`src/rtl/stream_host_pkg.sv`:
```
// stream_host_pkg
//   Shared types and sizing helpers for the stream_host block.
//   - state_t    : controller states
//   - DATA_W_DEF : default word width
//   - cnt_w()    : width needed to hold a count of 0..n
//   - idx_w()    : width needed to index n entries (at least 1)
package stream_host_pkg;

  typedef enum logic [2:0] {
    ST_IDLE,
    ST_SEND,
    ST_WAIT,
    ST_RECV,
    ST_REPORT
  } state_t;

  localparam int DATA_W_DEF = 16;

  function automatic int cnt_w(input int n);
    return $clog2(n + 1);
  endfunction

  function automatic int idx_w(input int n);
    return (n > 1) ? $clog2(n) : 1;
  endfunction

endpackage

```
`src/rtl/stream_host_buf.sv`:
```
// stream_host_buf
//   Word buffer: DEPTH x DATA_W register file, one synchronous write port and
//   two combinational read ports (transmit index and compare index).
//   Ports:
//     i_clk        clock, rising edge
//     i_wr_en      write strobe
//     i_wr_addr    write index
//     i_wr_data    write word
//     i_rd_a_addr  transmit read index  -> o_rd_a_data
//     i_rd_b_addr  compare read index   -> o_rd_b_data
module stream_host_buf
  import stream_host_pkg::*;
#(
  parameter int DATA_W = DATA_W_DEF,
  parameter int DEPTH  = 16,
  localparam int AW    = idx_w(DEPTH)
) (
  input  logic              i_clk,
  input  logic              i_wr_en,
  input  logic [AW-1:0]     i_wr_addr,
  input  logic [DATA_W-1:0] i_wr_data,
  input  logic [AW-1:0]     i_rd_a_addr,
  output logic [DATA_W-1:0] o_rd_a_data,
  input  logic [AW-1:0]     i_rd_b_addr,
  output logic [DATA_W-1:0] o_rd_b_data
);

  // Sized to a power of two so every index value is legal; entries at or
  // above DEPTH are never written and never compared.
  logic [DATA_W-1:0] r_mem [2**AW];

  always_ff @(posedge i_clk) begin
    if (i_wr_en && (int'(i_wr_addr) < DEPTH)) begin
      r_mem[i_wr_addr] <= i_wr_data;
    end
  end

  assign o_rd_a_data = r_mem[i_rd_a_addr];
  assign o_rd_b_data = r_mem[i_rd_b_addr];

endmodule

```
`src/rtl/stream_host.sv`:
```
// stream_host
//   Initiator for the single-burst sample interface: buffers a block of words,
//   sends it as one gap-free valid burst, captures the returned burst and
//   checks it word-for-word against what was sent.
//
//   state  | meaning
//   IDLE   | accept loads, wait for start
//   SEND   | drive the burst (one extra cycle to drop tx_valid)
//   WAIT   | wait for rx_valid, timeout counter running
//   RECV   | capture returned words
//   REPORT | one cycle, then done pulse and back to IDLE
//
//   Ports:
//     clk, rst_n               clock, async active-low reset
//     ld_valid, ld_data        buffer load, one word per cycle (IDLE only)
//     ld_full                  buffer holds DEPTH words
//     start, clear             start transaction / abort and empty buffer
//     tx_valid, tx_data        burst toward the core
//     rx_valid, rx_data        burst returned by the core
//     busy, done               not-IDLE / one-cycle completion pulse
//     err_mismatch, err_len,   compare errors, length error, timeout
//     err_timeout
module stream_host
  import stream_host_pkg::*;
#(
  parameter int DATA_W  = DATA_W_DEF,
  parameter int DEPTH   = 16,
  parameter int TIMEOUT = 64,
  localparam int CNT_W  = cnt_w(DEPTH)
) (
  input  logic              clk,
  input  logic              rst_n,
  input  logic              ld_valid,
  input  logic [DATA_W-1:0] ld_data,
  output logic              ld_full,
  input  logic              start,
  input  logic              clear,
  output logic              tx_valid,
  output logic [DATA_W-1:0] tx_data,
  input  logic              rx_valid,
  input  logic [DATA_W-1:0] rx_data,
  output logic              busy,
  output logic              done,
  output logic [CNT_W-1:0]  err_mismatch,
  output logic              err_len,
  output logic              err_timeout
);

  localparam int AW   = idx_w(DEPTH);
  localparam int TO_W = cnt_w(TIMEOUT);
  localparam logic [CNT_W-1:0] FULL_CNT = CNT_W'(DEPTH);
  localparam logic [TO_W-1:0]  TO_LAST  = TO_W'(TIMEOUT - 1);

  state_t r_state, w_next_state;

  logic [CNT_W-1:0]  r_wr_cnt, r_rd_idx, r_rx_cnt, r_err_mm;
  logic [TO_W-1:0]   r_to_cnt;
  logic              r_tx_valid, r_done, r_busy, r_err_len, r_err_to, r_ld_full;
  logic [DATA_W-1:0] r_tx_data;

  logic [CNT_W-1:0]  w_wr_cnt_d, w_rd_idx_d, w_rx_cnt_d, w_err_mm_d;
  logic [TO_W-1:0]   w_to_cnt_d;
  logic              w_tx_valid_d, w_done_d, w_err_len_d, w_err_to_d;
  logic [DATA_W-1:0] w_tx_data_d;

  logic              w_start_ok, w_wr_en, w_capture;
  logic [DATA_W-1:0] w_rd_tx, w_rd_cmp;

  // Start needs a non-empty buffer; an accepted start swallows a same-cycle load.
  assign w_start_ok = (r_state == ST_IDLE) && start && (r_wr_cnt != '0) && !clear;
  assign w_wr_en    = (r_state == ST_IDLE) && ld_valid && (r_wr_cnt != FULL_CNT)
                      && !w_start_ok && !clear;
  assign w_capture  = rx_valid && ((r_state == ST_WAIT) || (r_state == ST_RECV));

  stream_host_buf #(
    .DATA_W (DATA_W),
    .DEPTH  (DEPTH)
  ) u_buf (
    .i_clk       (clk),
    .i_wr_en     (w_wr_en),
    .i_wr_addr   (r_wr_cnt[AW-1:0]),
    .i_wr_data   (ld_data),
    .i_rd_a_addr (r_rd_idx[AW-1:0]),
    .o_rd_a_data (w_rd_tx),
    .i_rd_b_addr (r_rx_cnt[AW-1:0]),
    .o_rd_b_data (w_rd_cmp)
  );

  always_ff @(posedge clk or negedge rst_n) begin
    if (!rst_n) begin
      r_state <= ST_IDLE;
    end else begin
      r_state <= w_next_state;
    end
  end

  always_comb begin
    w_next_state = r_state;
    if (clear) begin
      w_next_state = ST_IDLE;
    end else begin
      case (r_state)
        ST_IDLE:   if (w_start_ok) w_next_state = ST_SEND;
        // rd_idx == wr_cnt means every beat is out; this cycle drops tx_valid
        // so it is low for a full cycle before any rx beat is taken.
        ST_SEND:   if (r_rd_idx == r_wr_cnt) w_next_state = ST_WAIT;
        ST_WAIT: begin
          if (rx_valid)                   w_next_state = ST_RECV;
          else if (r_to_cnt == TO_LAST)   w_next_state = ST_REPORT;
        end
        ST_RECV:   if (!rx_valid) w_next_state = ST_REPORT;
        ST_REPORT: w_next_state = ST_IDLE;
        default:   w_next_state = ST_IDLE;
      endcase
    end
  end

  always_comb begin
    w_wr_cnt_d   = r_wr_cnt;
    w_rd_idx_d   = r_rd_idx;
    w_rx_cnt_d   = r_rx_cnt;
    w_err_mm_d   = r_err_mm;
    w_to_cnt_d   = r_to_cnt;
    w_tx_valid_d = 1'b0;
    w_tx_data_d  = '0;
    w_done_d     = 1'b0;
    w_err_len_d  = r_err_len;
    w_err_to_d   = r_err_to;
    if (clear) begin
      w_wr_cnt_d  = '0;
      w_rd_idx_d  = '0;
      w_rx_cnt_d  = '0;
      w_err_mm_d  = '0;
      w_to_cnt_d  = '0;
      w_err_len_d = 1'b0;
      w_err_to_d  = 1'b0;
    end else begin
      case (r_state)
        ST_IDLE: begin
          if (w_start_ok) begin
            w_rd_idx_d  = '0;
            w_rx_cnt_d  = '0;
            w_to_cnt_d  = '0;
            w_err_mm_d  = '0;
            w_err_len_d = 1'b0;
            w_err_to_d  = 1'b0;
          end else if (w_wr_en) begin
            w_wr_cnt_d = r_wr_cnt + CNT_W'(1);
          end
        end
        ST_SEND: begin
          if (r_rd_idx != r_wr_cnt) begin
            w_tx_valid_d = 1'b1;
            w_tx_data_d  = w_rd_tx;
            w_rd_idx_d   = r_rd_idx + CNT_W'(1);
          end else begin
            w_to_cnt_d = '0;
          end
        end
        ST_WAIT: begin
          if (!rx_valid) begin
            w_to_cnt_d = r_to_cnt + TO_W'(1);
            if (r_to_cnt == TO_LAST) w_err_to_d = 1'b1;
          end
        end
        ST_RECV: begin
          if (!rx_valid) w_err_len_d = (r_rx_cnt != r_wr_cnt);
        end
        ST_REPORT: w_done_d = 1'b1;
        default: ;
      endcase
      // Words past the sent length are counted only, never compared.
      if (w_capture) begin
        if ((r_rx_cnt < r_wr_cnt) && (rx_data != w_rd_cmp) && (r_err_mm != '1)) begin
          w_err_mm_d = r_err_mm + CNT_W'(1);
        end
        if (r_rx_cnt != '1) w_rx_cnt_d = r_rx_cnt + CNT_W'(1);
      end
    end
  end

  always_ff @(posedge clk or negedge rst_n) begin
    if (!rst_n) begin
      r_wr_cnt   <= '0;
      r_rd_idx   <= '0;
      r_rx_cnt   <= '0;
      r_err_mm   <= '0;
      r_to_cnt   <= '0;
      r_tx_valid <= 1'b0;
      r_tx_data  <= '0;
      r_done     <= 1'b0;
      r_busy     <= 1'b0;
      r_err_len  <= 1'b0;
      r_err_to   <= 1'b0;
      r_ld_full  <= 1'b0;
    end else begin
      r_wr_cnt   <= w_wr_cnt_d;
      r_rd_idx   <= w_rd_idx_d;
      r_rx_cnt   <= w_rx_cnt_d;
      r_err_mm   <= w_err_mm_d;
      r_to_cnt   <= w_to_cnt_d;
      r_tx_valid <= w_tx_valid_d;
      r_tx_data  <= w_tx_data_d;
      r_done     <= w_done_d;
      r_busy     <= (w_next_state != ST_IDLE);
      r_err_len  <= w_err_len_d;
      r_err_to   <= w_err_to_d;
      r_ld_full  <= (w_wr_cnt_d == FULL_CNT);
    end
  end

  assign ld_full      = r_ld_full;
  assign tx_valid     = r_tx_valid;
  assign tx_data      = r_tx_data;
  assign busy         = r_busy;
  assign done         = r_done;
  assign err_mismatch = r_err_mm;
  assign err_len      = r_err_len;
  assign err_timeout  = r_err_to;

endmodule

```
`config.mk`:
```
export PLATFORM = sky130hd
export DESIGN_NAME = stream_host
export DESIGN_NICKNAME = d
export VERILOG_FILES = /design/src/rtl/stream_host_pkg.sv /design/src/rtl/stream_host_buf.sv /design/src/rtl/stream_host.sv
export SDC_FILE = /design/constraint.sdc
export NUM_CORES = 1
export LEC_CHECK = 0
export ABC_AREA = 1
export BUFFER_PORTS_ARGS = -buffer_cell sky130_fd_sc_hd__buf_2
export CAP_MARGIN = 30
export CORE_ASPECT_RATIO = 2
export CORE_MARGIN = 3
export CORE_UTILIZATION = 62
export DETAILED_ROUTE_END_ITERATION = 8
export GPL_ROUTABILITY_DRIVEN = 0
export PLACE_DENSITY = 0.89
export SYNTH_ARGS = -nofsm -noshare
export SYNTH_HDL_FRONTEND = slang
export SYNTH_SLANG_ARGS = --single-unit
```
`constraint.sdc`:
```
create_clock -name clk -period 3.65 [get_ports clk]
set_clock_uncertainty 0.15 [all_clocks]
set_input_delay 0.1825 -clock clk [delete_from_list [all_inputs] [get_ports clk]]
set_output_delay 0.1825 -clock clk [all_outputs]
set_load 0.02 [all_outputs]
```
After elaboration in Yosys (flattened, before gate mapping) --
Memories as Yosys holds them, arrays and structs flattened. Cells that the tools add are included.
Operators by class: equality and inequality tests 19, order comparisons 1, mux-type cells 48, reduce and logical (&&, ||, !) cells 24, $add $sub $neg 5
Operators with widths (number):
- $mux W5 | 17
- $mux W16 | 3
- $mux W7 | 4
- $pmux W7 S3 | 1
- $add A5 B1 Y5 const B | 4
- $mux W3 | 6
- $ne A16 B16 Y1 | 1
- $ne A3 B3 Y1 const B | 5
- $ne A5 B5 Y1 const B | 3
- $mux W1 | 13
- $pmux W3 S4 | 1
- $reduce_bool A3 Y1 | 4
- $logic_and A1 B1 Y1 | 10
- $ne A5 B5 Y1 | 2
- $pmux W5 S2 | 1
- $reduce_and A4 Y1 | 2
- $add A7 B1 Y7 const B | 1
- $eq A7 B6 Y1 const B | 1
- $eq A3 B2 Y1 const B | 2
- $reduce_and A3 Y1 | 2
- $eq A5 B5 Y1 | 1
- $eq A5 B5 Y1 const B | 1
- $lt A5 B5 Y1 | 1
- $reduce_bool A5 Y1 | 1
- other kinds (8) | 10
Word-level totals: bits in writable memories 256, register bits 52, output and inout bits 27, word-level logic and storage cells 111, memories 1, bits of input ports 38
Memories:
- u_buf.r_mem | depth 16, width 16, rd ports 2, clocked after memory_dff 0, wr ports 1, RTL line stream_host_buf.sv:30 | logic [DATA_W-1:0] r_mem [2**AW];

Logic depth before layout (Yosys ltp) --
Gate-level depths: netlist of the first run.
depth in word-level cells 12, gate-level depth with buffers 20

Cells and area by module --
From an unflattened synthesis of the first run, not the netlist that was laid out.
Unflattened totals: cell total of the unflattened synthesis 2047, area total of the unflattened synthesis 16829.9 µm²
By module, submodules not included:
- stream_host_buf | area an instance 13721.9 µm², instances 1, cells an instance 1641
- stream_host | area an instance 3108.0 µm², instances 1, cells an instance 406

Worst setup path before layout of the first run --
OpenSTA, ideal clock, no wires.
path kind reg2reg, start point reg r_wr_cnt[0], end point reg r_ld_full (netlist: ld_full), arrival 2.505 ns, clock period less this slack 2.780 ns, path buffers 0, cell stages (with the launch flop) 14, library setup time 0.125 ns, setup slack 0.870 ns, cell sequence dfrtp_1 -> inv_1 -> ha_1 -> nand3_1 -> nand2_1 -> nand3_2 -> nor2_2 -> nand2_1 -> nor2_1 -> inv_1 -> nor2_1 -> nand2_1 -> nand3_1 -> nor3b_1
On the way: word-level cells in the longest chain between the ends 11, elaborated cells between the ends (all ways) 14
Ends and longest elaborated chain:
- from (decl) | RTL line stream_host.sv:56 | logic [CNT_W-1:0] r_wr_cnt, r_rd_idx, r_rx_cnt, r_err_mm;
- from (signal assigned) | RTL line stream_host.sv:197 | r_wr_cnt <= w_wr_cnt_d;
- branches (longest 8 deep; another with $add A5 B1 Y5)
- $mux W5 * | RTL line stream_host.sv:138 | case (r_state)
- $mux W5 * | RTL line stream_host.sv:129 | if (clear) begin
- $eq A5 B5 Y1 * | RTL line stream_host.sv:208 | r_ld_full <= (w_wr_cnt_d == FULL_CNT);
- to (signal assigned) | RTL line stream_host.sv:208
- to (decl) | RTL line stream_host.sv:58 | logic r_tx_valid, r_done, r_busy, r_err_len, r_err_to, r_ld_full;
Mark *: on every way between the ends. A chain may end at the register's enable or synchronous reset.

Final worst setup path of the first run --
start point reg r_wr_cnt[0], end point mem u_buf.r_mem[9][6] (netlist bit) (enable)
On the way: word-level cells in the longest chain between the ends 8, elaborated cells between the ends (all ways) 10
Ends and longest elaborated chain:
- $reduce_bool A5 Y1 | RTL line stream_host.sv:70 | assign w_start_ok = (r_state == ST_IDLE) && start && (r_wr_cnt != '0) && !clear;
- $logic_and A1 B1 Y1 (2 in a row) | RTL line stream_host.sv:70
- $logic_not A1 Y1 | RTL line stream_host.sv:72 | && !w_start_ok && !clear;
- $logic_and A1 B1 Y1 (2 in a row) | RTL line stream_host.sv:72
- $mux W1 | RTL line stream_host_buf.sv:33 | if (i_wr_en && (int'(i_wr_addr) < DEPTH)) begin
- $mux W1 (implied by the code) | RTL line stream_host_buf.sv:34 | r_mem[i_wr_addr] <= i_wr_data;
- to (decl) | RTL line stream_host_buf.sv:30
Several ways; a longest one is shown, not always the timed one.

==> out/metrics.cfg, run 1 <==
[finish]
finalInstanceArea_um2 = 17800
layoutNonFillerInstCount = 2241
layout-area-overhead-vs-synth_pct = 11.8
fillerInstances = 1707
ff_latch_area_um2 = 9000
multi_input_area_um2 = 5640
drive_above_1_share_pct = 10.7
nNetsFinal = 1936

[timing]
min_period_ps = 3170
hold_viol = 0
clock.fmax_mhz = 315
setup_viol = 0
tns_ps = 0
max-slew-margin-rel_pct = 36.8
timing.final.crit_share_pct = 87.0
worst-slew-pin-transition_ps = 947
grt_setup_unrepaired = false
slew_viol_final = 0

[yosys]
yosys_reg_bits = 308
yosys-top-cells-count = 420 x sky130_fd_sc_hd__nand2_1, 256 x sky130_fd_sc_hd__edfxtp_1, 247 x sky130_fd_sc_hd__nand3_1, 225 x sky130_fd_sc_hd__inv_1, 145 x sky130_fd_sc_hd__o21ai_0
yosys.area.top_type_share_pct = 48.2
synth.avg_cell_area_um2 = 8.75
ys_types = 42
netlist_area_um2 = 15900
synth.net_count = 1875
async_reset_ff_share_pct = 16.9
cell_taking_the_most_area_after_synthesis = sky130_fd_sc_hd__edfxtp_1
synth-main-ff-cell = sky130_fd_sc_hd__edfxtp_1
leading_cell_type_by_number_of_instances_after_synthesis = sky130_fd_sc_hd__nand2_1
yosys_warnings = 0
ys_top_cells_by_area = sky130_fd_sc_hd__edfxtp_1 48%, sky130_fd_sc_hd__nand2_1 9.9%, sky130_fd_sc_hd__dfrtp_1 8.2%
synth_cells = 1822
seq_area_frac_synth_pct = 56.4
number_of_enable_flip_flop_cells_after_synthesis = 256

[floorplanning]
design.core.area_um2 = 25100
fp.dieArea_um2 = 27800
io_pins = 65
num_rows = 82
fp.dieH_um = 233
initial_utilization_pct = 63.4
chipWidth_um = 119

[routing]
residual_antenna_violating_net_count_after_detailed_routing = 0
number_of_design_rule_violations_left_after_detail_routing = 0
wl_per_cell_um = 21.8
detail_route.first_pass.iterations = 7
drt-vias-per-instance = 6.50
vias = 14600
detailedRoute.firstIterationViolations = 2716
drt_wl_total_um = 48800

[worst_setup_path]
worst_r2r_startpoint = r_wr_cnt[0]
crit_path_max_fanout = 7
worst-endpoint-arrival_ps = 3290
worst-endpoint-required_ps = 3760
worst_setup_path_startpoint = r_wr_cnt[0]
worst_setup_path_start_kind = flop
setup.worst_path.end_class = flop
ff2ff_path_depth = 9
critPathKind = reg2reg
reg2reg_to = u_buf.r_mem[9][6]
r2r_setup_slack_ps = 480

[grt]
pin_count_of_the_biggest_net_entering_global_routing = 136
vias_in_the_first_global_route = 14500
grt_antenna_before_repair = 1
grt-ovfl-total = 0
first_pass_grt_wire_length_um = 75500
gr-usage-all-layers_pct = 35.2

[status]
status = finished clean

[clock_network]
clk_pin_slew_ps = 70
cts_made_buffers = 26
clock_path_buffers = 3
cts_num_sinks = 308
cts-root-buf = sky130_fd_sc_hd__clkbuf_16
clk_latency_ps = 560
cts-resized-gates = 0
cts_tree = built
cts.htree.levels = 1

[placement]
placement.io_buffers = 64
placement_stage_cell_area_um2 = 16700
hpwlAfterDp_um = 29600
place.detailed.instances = 2170

[job]
cap_violations = 0

[pwr]
pwr-share-seq_pct = 43.8
power.switching_fraction_pct = 32.1
peakVddDrop_v = 0.000474
total_leakage_power_nw = 7.44
totalPowerFinal_mw = 9.20
power.share.clock_pct = 32.1
p_sw_mw = 2.95
power_per_cell_area_nw_per_um2 = 516
power.internal_mw = 6.25
share_comb_of_total_power_pct = 24.0

[min_path]
hp-start = start
worstHoldPathType = in2reg
worstHoldEndpoint = r_state[0]
min_path_cells = 5

[power by group through the flow]
stage	Combinational (mW)	Sequential, mW	Clock [mW]
2_1_floorplan	1.55	3.99	0
3_3_place_gp	2.01	4.09	0
3_5_place_dp	2.09	4.10	0
4_1_cts	2.14	4.02	2.95
5_1_grt	2.43	4.04	3.09
6_report	2.21	4.03	2.95
[layout by cell type (no fill, tap or decap), drive strengths merged]
cell type	instances
xor2	4
nor3	10
a31oi	16
a21boi	1
nor2	104
ha	15
a21oi	123
inv	227
nor3b	5
clkbuf	37
clkinvlp	1
a2111oi	1
nand3b	3
a311oi	1
clkinv	8
diode	2
o311ai	1
nor4	6
o31ai	1
xnor2	1
or3b	1
o21ai	147
o22ai	2
nand4	2
nand3	249
nand2	422
a211oi	1
dlygate4sd3	21
or3	1
dfrtp	52
bufinv	4
edfxtp	256
buf	117
or2	28
o211ai	35
[per-layer routing]
| layer | global-route usage (%) | part of all wire (%) |
|---|---|---|
| met5 | 0 | 0 |
| met2 | 58.2 | 48 |
| met1 | 39.2 | 30 |
| met3 | 6.28 | 12 |
| met4 | 29.6 | 9.9 |
[state kept, by name, summed over array words and instances, names as in the netlist]
name / cells
u_buf.r_mem: 256
tx_data: 16
r_to_cnt: 7
err_mismatch: 5
r_rd_idx: 5
r_rx_cnt: 5
r_wr_cnt: 5
r_state: 3
busy: 1
done: 1
err_len: 1
err_timeout: 1
ld_full: 1
tx_valid: 1
[per-stage QoR]
stage	utilization (%)	hold slack, ps	worst slack (ps)
after floorplan	-	-263	870
after global placement	66.5	202	661
after detailed placement	66.5	214	608
after CTS	70.9	42.9	599
after global routing	70.9	116	415
final	70.9	81.4	475
[how the worst max path moves through the flow]
stage | endpoint | slack (ps) | depth (start not counted)
after floorplan | ld_full | 870 | 13
after global placement | u_buf.r_mem[9][3] | 660 | 9
after detailed placement | u_buf.r_mem[9][5] | 610 | 9
after CTS | u_buf.r_mem[9][6] | 600 | 9
after global routing | err_mismatch[1] | 410 | 16
final | u_buf.r_mem[9][6] | 480 | 9
[worst max-delay path: stages, from the launching register on]
cell	delay, ps
sky130_fd_sc_hd__dfrtp_1	470
sky130_fd_sc_hd__inv_1	190
sky130_fd_sc_hd__ha_1	230
sky130_fd_sc_hd__nand3_1	110
sky130_fd_sc_hd__nand2_1	130
sky130_fd_sc_hd__nand3_2	140
sky130_fd_sc_hd__nor2_2	310
sky130_fd_sc_hd__nand2_1	240
sky130_fd_sc_hd__nor2_2	590
sky130_fd_sc_hd__buf_4	320
[final cells by class]
type | count | share of cell area, %
Sequential cell | 308 | 50.5
Inverter | 229 | 4.82
Antenna cell | 2 | 0.0281
Clock buffer | 37 | 4.17
Multi-Input combinational cell | 1180 | 31.6
Timing Repair Buffer | 138 | 5.63
Tap cell | 336 | 2.36
Clock inverter | 11 | 0.864
[kinds of logic after synthesis]
family          synth area share [%]
simple gates                    22.5
buf+inv                         8.49
compound gates                  11.1
flops                           56.4
fa+ha+maj                       1.18
xor+xnor                       0.275
[repair_timing]
action                                  in CTS  in global routing
hold buffers                                21                  0
endpoints found under the setup margin       0                  0
hold endpoints to repair                   300                  0
buffers inserted                             0                  0
Power figures use the tool's default switching activity.
==> run 2: changes to the inputs <==
--- a/config.mk
+++ b/config.mk
@@ -8,9 +8,11 @@
 export ABC_AREA = 1
 export BUFFER_PORTS_ARGS = -buffer_cell sky130_fd_sc_hd__buf_2
 export CAP_MARGIN = 30
+export CELL_PAD_IN_SITES_DETAIL_PLACEMENT = 1
+export CELL_PAD_IN_SITES_GLOBAL_PLACEMENT = 1
 export CORE_ASPECT_RATIO = 2
 export CORE_MARGIN = 3
-export CORE_UTILIZATION = 62
+export CORE_UTILIZATION = 48
 export DETAILED_ROUTE_END_ITERATION = 8
 export GPL_ROUTABILITY_DRIVEN = 0
 export PLACE_DENSITY = 0.89
==> run 2 against run 1 <==
Final cell count rose by 4.2%. Worst hold slack got worse by 1.3 ps. Cell area up 1.4%. Non-clock buffer count is 1 higher. Sequential share of layout area is 0.71 points lower. Global-route usage fell by 2.6 points. Power is 6.3% higher. Critical endpoint is now err_mismatch[0]. Highest routed layer unchanged.
==> out/metrics.cfg, run 2 (synthesis gave the netlist of run 1 again) <==
[status]
status = finished clean

[floorplanning]
chipWidth_um = 135
num_rows = 93
io_pins = 65
fp.dieH_um = 264
initial_utilization_pct = 49.1
fp.dieArea_um2 = 35600
design.core.area_um2 = 32500

[worst_setup_path]
worst_r2r_startpoint = r_rx_cnt[0]
setup.worst_path.end_class = flop
ff2ff_path_depth = 16
crit_path_max_fanout = 65
worst-endpoint-required_ps = 3960
worst_setup_path_start_kind = flop
r2r_setup_slack_ps = 320
reg2reg_to = err_mismatch[0]
critPathKind = reg2reg
worst-endpoint-arrival_ps = 3640

[finish]
most-common-layout-cells = 420 x sky130_fd_sc_hd__nand2_1, 256 x sky130_fd_sc_hd__edfxtp_1, 247 x sky130_fd_sc_hd__nand3_1
nNetsFinal = 1940
antennaDiodeCount = 0
drive_above_1_share_pct = 10.8
final_util_pct = 55.7
layoutNonFillerInstCount = 2336
largest_register_ffs = 256
fillerInstances = 3743
max_flop_register = u_buf.r_mem
layout_commonest_cell = sky130_fd_sc_hd__nand2_1
multi_input_area_um2 = 5640
layout-area-overhead-vs-synth_pct = 13.4
ff_latch_area_um2 = 9000

[pwr]
power.internal_mw = 6.56
peakVddDrop_v = 0.000604
p_sw_mw = 3.23
pwr-share-seq_pct = 41.0
power.share.clock_pct = 34.4
power.switching_fraction_pct = 33.0
share_comb_of_total_power_pct = 24.6
power_per_cell_area_nw_per_um2 = 541
total_leakage_power_nw = 7.50

[grt]
gr-usage-all-layers_pct = 32.7
vias_in_the_first_global_route = 15900
first_pass_grt_wire_length_um = 89100
grt-ovfl-total = 0
grt_antenna_before_repair = 0
pin_count_of_the_biggest_net_entering_global_routing = 128

[routing]
route.met2.wl_um = 29300
drt-vias-per-instance = 6.19
wl_per_cell_um = 25.0
met3WireLength_um = 4760
vias = 14500
metal1_wirelength_um = 19600
top_layer_used = met4
detailedRoute.firstIterationViolations = 1702
residual_antenna_violating_net_count_after_detailed_routing = 0
detail_route.first_pass.iterations = 5
drt_wl_total_um = 58400
number_of_design_rule_violations_left_after_detail_routing = 0

[clock_network]
clk_latency_ps = 570
cts-root-buf = sky130_fd_sc_hd__clkbuf_16
cts_tree = built
hold_buffers = 23
clk_pin_slew_ps = 70
cts-resized-gates = 0
clock_path_buffers = 3
postCtsSetupRepairBufs = 0
cts.htree.levels = 1
cts_made_buffers = 29
cts_num_sinks = 308

[timing]
min_period_ps = 3330
grt_setup_unrepaired = false
setup_viol = 0
slew_viol_final = 0
max-slew-margin-rel_pct = 45.0
tns_ps = 0
clock.fmax_mhz = 300
worst-slew-pin-transition_ps = 825
timing.final.crit_share_pct = 91.3
hold_viol = 0

[job]
cap_violations = 0

[placement]
hpwlAfterDp_um = 36400
placement.io_buffers = 64
place.detailed.instances = 2260

[min_path]
worstHoldPathType = in2reg
hp-start = start
min_path_cells = 6
worstHoldEndpoint = r_wr_cnt[0]

==> run 2: cell types whose count changed in the layout (fill, tap and decap cells not counted) <==
| cell | before | now |
|---|---|---|
| sky130_fd_sc_hd__nor2_1 | 87 | 86 |
| sky130_fd_sc_hd__bufinv_16 | 4 | 7 |
| sky130_fd_sc_hd__clkbuf_1 | 7 | 11 |
| sky130_fd_sc_hd__clkinv_2 | 3 | 2 |
| sky130_fd_sc_hd__diode_2 | 2 | 0 |
| sky130_fd_sc_hd__clkinv_1 | 5 | 3 |
| sky130_fd_sc_hd__buf_4 | 47 | 46 |
| sky130_fd_sc_hd__clkbuf_8 | 3 | 2 |
| sky130_fd_sc_hd__nor2_2 | 17 | 18 |
| sky130_fd_sc_hd__clkbuf_16 | 27 | 29 |
| sky130_fd_sc_hd__dlygate4sd3_1 | 21 | 23 |
==> run 2: layout make-up <==
class,instances,area share (%)
sequential,308,49.8
multi-input combinational,1180,31.2
timing repair buffer,139,5.62
inverter,229,4.76
clock buffer,42,4.40
tap,427,2.96
clock inverter,11,1.28
==> run 2: power by group through the flow <==
stage               Combinational [mW]  Clock (mW)  Sequential (mW)
global route                      2.59        3.52             4.01
global placement                  2.15           0             4.07
finish                            2.40        3.37             4.01
CTS                               2.34        3.37             4.01
floorplan                         1.55           0             3.99
detailed placement                2.26           0             4.08
==> run 2: per-stage QoR <==
stage	cell area (um2)	setup slack (ps)	hold slack (ps)	power, mW
floorplan	15900	870	-263	5.54
global placement	16800	645	247	6.22
detailed placement	16800	544	-84.0	6.34
CTS	18100	449	48.7	9.72
global route	18100	118	130	10.1
finish	18100	316	80.1	9.78
==> run 2: critical path: stages (launching register included) <==
cell                      delay [ps]
sky130_fd_sc_hd__dfrtp_4         450
sky130_fd_sc_hd__buf_4           570
sky130_fd_sc_hd__nand2_1         120
sky130_fd_sc_hd__nand2_1         120
sky130_fd_sc_hd__nand2_1          80
sky130_fd_sc_hd__nand3_1         170
sky130_fd_sc_hd__nand3_1         120
sky130_fd_sc_hd__nand3_1         120
sky130_fd_sc_hd__nand2_1         190
sky130_fd_sc_hd__nor2_1          140
sky130_fd_sc_hd__nand2_1          70
sky130_fd_sc_hd__nor2_1          340
sky130_fd_sc_hd__nand2_2         190
sky130_fd_sc_hd__nand3_2         150
sky130_fd_sc_hd__nand2_1          60
sky130_fd_sc_hd__nand2_1          70
sky130_fd_sc_hd__nor2_1           40
==> run 2: how the worst max path moves through the flow <==
stage                           start               to  cells after the start
after global placement    r_rx_cnt[0]  err_mismatch[1]                     16
after floorplan           r_wr_cnt[0]          ld_full                     13
after CTS                 r_rx_cnt[0]  err_mismatch[0]                     16
after detailed placement  r_rx_cnt[0]  err_mismatch[0]                     16
final                     r_rx_cnt[0]  err_mismatch[0]                     16
after global routing      r_rx_cnt[0]  err_mismatch[4]                     16
==> run 2: metal layers <==
metal	global-route usage, %	up-vias
li1	-	6251
met1	36.0	7057
met2	56.4	840
met3	5.45	303
met4	22.7	0
met5	0	-
==> run 3: changes to the inputs <==
--- a/config.mk
+++ b/config.mk
@@ -12,10 +12,10 @@
 export CELL_PAD_IN_SITES_GLOBAL_PLACEMENT = 1
 export CORE_ASPECT_RATIO = 2
 export CORE_MARGIN = 3
-export CORE_UTILIZATION = 48
+export CORE_UTILIZATION = 43
 export DETAILED_ROUTE_END_ITERATION = 8
 export GPL_ROUTABILITY_DRIVEN = 0
-export PLACE_DENSITY = 0.89
+export PLACE_DENSITY = 0.85
 export SYNTH_ARGS = -nofsm -noshare
 export SYNTH_HDL_FRONTEND = slang
 export SYNTH_SLANG_ARGS = --single-unit
==> constraint.sdc (replaced) <==
create_clock -name clk -period 2.7 [get_ports clk]
set_clock_uncertainty 0.15 [all_clocks]
set_input_delay 0.135 -clock clk [delete_from_list [all_inputs] [get_ports clk]]
set_output_delay 0.135 -clock clk [all_outputs]
set_load 0.02 [all_outputs]
==> run 3 against run 2 <==
The run now ends with setup timing left. Register-to-register slack got worse by 350 ps. Critical path depth increased by 1. Via count increased by 3.5%. Core utilization decreased by 3.0 points. Largest cell class unchanged. Cell area increased by 6.5%. Routed wire length increased by 7.8%. Worst setup slack got worse by 350 ps.
==> out/metrics.cfg, run 3 (synthesis gave the netlist of run 1 again) <==
[min_path]
worstHoldPathType = in2async

[finish]
layout_commonest_cell = sky130_fd_sc_hd__nand2_1
max_flop_register = u_buf.r_mem
antennaDiodeCount = 0
layout-area-overhead-vs-synth_pct = 20.8
finalInstanceArea_um2 = 19200
multi_input_area_um2 = 6170
ff_latch_area_um2 = 9000
largest_register_ffs = 256
most-common-layout-cells = 386 x sky130_fd_sc_hd__nand2_1, 256 x sky130_fd_sc_hd__edfxtp_1, 223 x sky130_fd_sc_hd__inv_1
fillerInstances = 4053
nNetsFinal = 1969
drive_above_1_share_pct = 17.9

[clock_network]
cts.htree.levels = 1
clk_latency_ps = 570
cts_made_buffers = 28
clk_pin_slew_ps = 70
cts-root-buf = sky130_fd_sc_hd__clkbuf_16
clock_path_buffers = 3
cts_tree = built
cts_num_sinks = 308

[timing]
setup_viol = 4
slew_viol_final = 0
max-slew-margin-rel_pct = 38.5
timing.final.crit_share_pct = 101
min_period_ps = 2730
final_critical_path_setup_slack_ps = -34.7
fin_hold_ws_ps = 35.1
worst-slew-pin-transition_ps = 919
clock.fmax_mhz = 366
grt_setup_unrepaired = true
tns_ps = -71.1
hold_viol = 0

[grt]
grt-ovfl-total = 0
gr-usage-all-layers_pct = 29.4
grt_antenna_before_repair = 0
pin_count_of_the_biggest_net_entering_global_routing = 173
vias_in_the_first_global_route = 16100
grt.met1_usage_pct = 31.2
gr-max-usage-layer = met2
met2_track_demand_over_resource_pct = 51.8
met3_track_utilization_from_global_routing_pct = 3.87
first_pass_grt_wire_length_um = 89600

[placement]
hpwlAfterDp_um = 35600
placement.io_buffers = 64
placement_stage_cell_area_um2 = 17300

[worst_setup_path]
worst-endpoint-required_ps = 2990
critPathKind = reg2reg
cpPeakStageDelay_ps = 510
worst-endpoint-arrival_ps = 3020
crit_path_max_fanout = 18
critPathBufInv = 2
cpMostUsedCell = sky130_fd_sc_hd__nand2_2
worst_setup_path_start_kind = flop
timing.critical_path.max_delay_family = simple AND/OR/NAND/NOR gates
setup.worst_path.end_class = flop
critical_path_cell_list = buf_12 > buf_12 > or2_1 > nand3_1 > nand3_1 > nand3_2 > nand2_1 > nand2_1 > nand2_2 > nor2_4 > nand2_4 > nor2_4 > nand2_4 > nand3_4 > nand2_2 > nand2_2 > nor2_2
cpMaxStageDelayCell = sky130_fd_sc_hd__dfrtp_4

[routing]
residual_antenna_violating_net_count_after_detailed_routing = 0
detailedRoute.firstIterationViolations = 1560
drt_wl_total_um = 62900
drt-vias-per-instance = 6.25
detail_route.first_pass.iterations = 5
vias = 15000
number_of_design_rule_violations_left_after_detail_routing = 0
wl_per_cell_um = 26.3

[pwr]
power_per_cell_area_nw_per_um2 = 679
total_leakage_power_nw = 7.91
peakVddDrop_v = 0.000930
totalPowerFinal_mw = 13.1

[floorplanning]
num_rows = 99
io_pins = 65
fp.dieArea_um2 = 39600
chipWidth_um = 142
initial_utilization_pct = 43.6
design.core.area_um2 = 36500
fp.dieH_um = 278

[status]
status = complete, but fails checks
failing_checks = setup timing

[job]
cap_violations = 0

run 3: worst paths after layout:
kind / to / cells after the start / from / slack (ps)
max: err_mismatch[1] / 17 / r_rx_cnt[0] / -30
max reg2reg: err_mismatch[1] / 17 / r_rx_cnt[0] / -30
min in group clk: r_wr_cnt[0] / 6 / start / 90
max in group asynchronous: r_rd_idx[0] / 3 / rst_n / 1090
min: tx_data[3] / 3 / rst_n / 40
min reg2reg: done / 1 / r_state[1] / 330
run 3: repair_timing:
| item | 4_1_cts | 5_1_grt |
|---|---|---|
| cloned | 4 | 1 |
| pin swaps | 16 | 57 |
| resized for setup | 37 | 120 |
| hold endpoints to repair | 321 | 0 |
| hold buffers | 22 | 0 |
| endpoints found under the setup margin | 5 | 44 |
| buffers inserted | 4 | 3 |
run 3: layout make-up:
type                            instances  share of cell area (%)
Sequential cell                       308                    46.8
Multi-Input combinational cell       1180                    32.0
Timing Repair Buffer                  169                    9.02
Inverter                              229                    4.49
Clock buffer                           40                    4.14
Tap cell                              454                    2.95
Clock inverter                         12                   0.605
run 3: per-layer routing:
metal  vias up  share of wire (%)
met5         -                  0
met4         0                9.7
met3       379                8.2
met2       971                 50
met1      7286                 32
li1       6321                  -
run 3: worst register-to-register path: stages (launching register included):
cell and delay, ps:
sky130_fd_sc_hd__dfrtp_4 510, sky130_fd_sc_hd__buf_12 160, sky130_fd_sc_hd__buf_12 150, sky130_fd_sc_hd__or2_1 230, sky130_fd_sc_hd__nand3_1 80, sky130_fd_sc_hd__nand3_1 150
sky130_fd_sc_hd__nand3_2 130, sky130_fd_sc_hd__nand2_1 70, sky130_fd_sc_hd__nand2_1 110, sky130_fd_sc_hd__nand2_2 90, sky130_fd_sc_hd__nor2_4 150, sky130_fd_sc_hd__nand2_4 100
sky130_fd_sc_hd__nor2_4 140, sky130_fd_sc_hd__nand2_4 100, sky130_fd_sc_hd__nand3_4 120, sky130_fd_sc_hd__nand2_2 70, sky130_fd_sc_hd__nand2_2 70, sky130_fd_sc_hd__nor2_2 50
run 3: power by group:
group          switching [mW]  leakage (nW)  internal [mW]
Sequential             0.0698          3.02           5.24
Combinational            2.56          4.44           1.07
Clock                    1.87         0.454           2.25
run 3: metrics by stage:
stage	utilization [%]	instances	worst slack, ps
after floorplan	-	1822	109
after global placement	47.4	2307	4.03
after detailed placement	47.4	2307	-115
after CTS	51.2	2389	0.902
after global routing	52.7	2392	-177
final	52.7	2392	-34.7
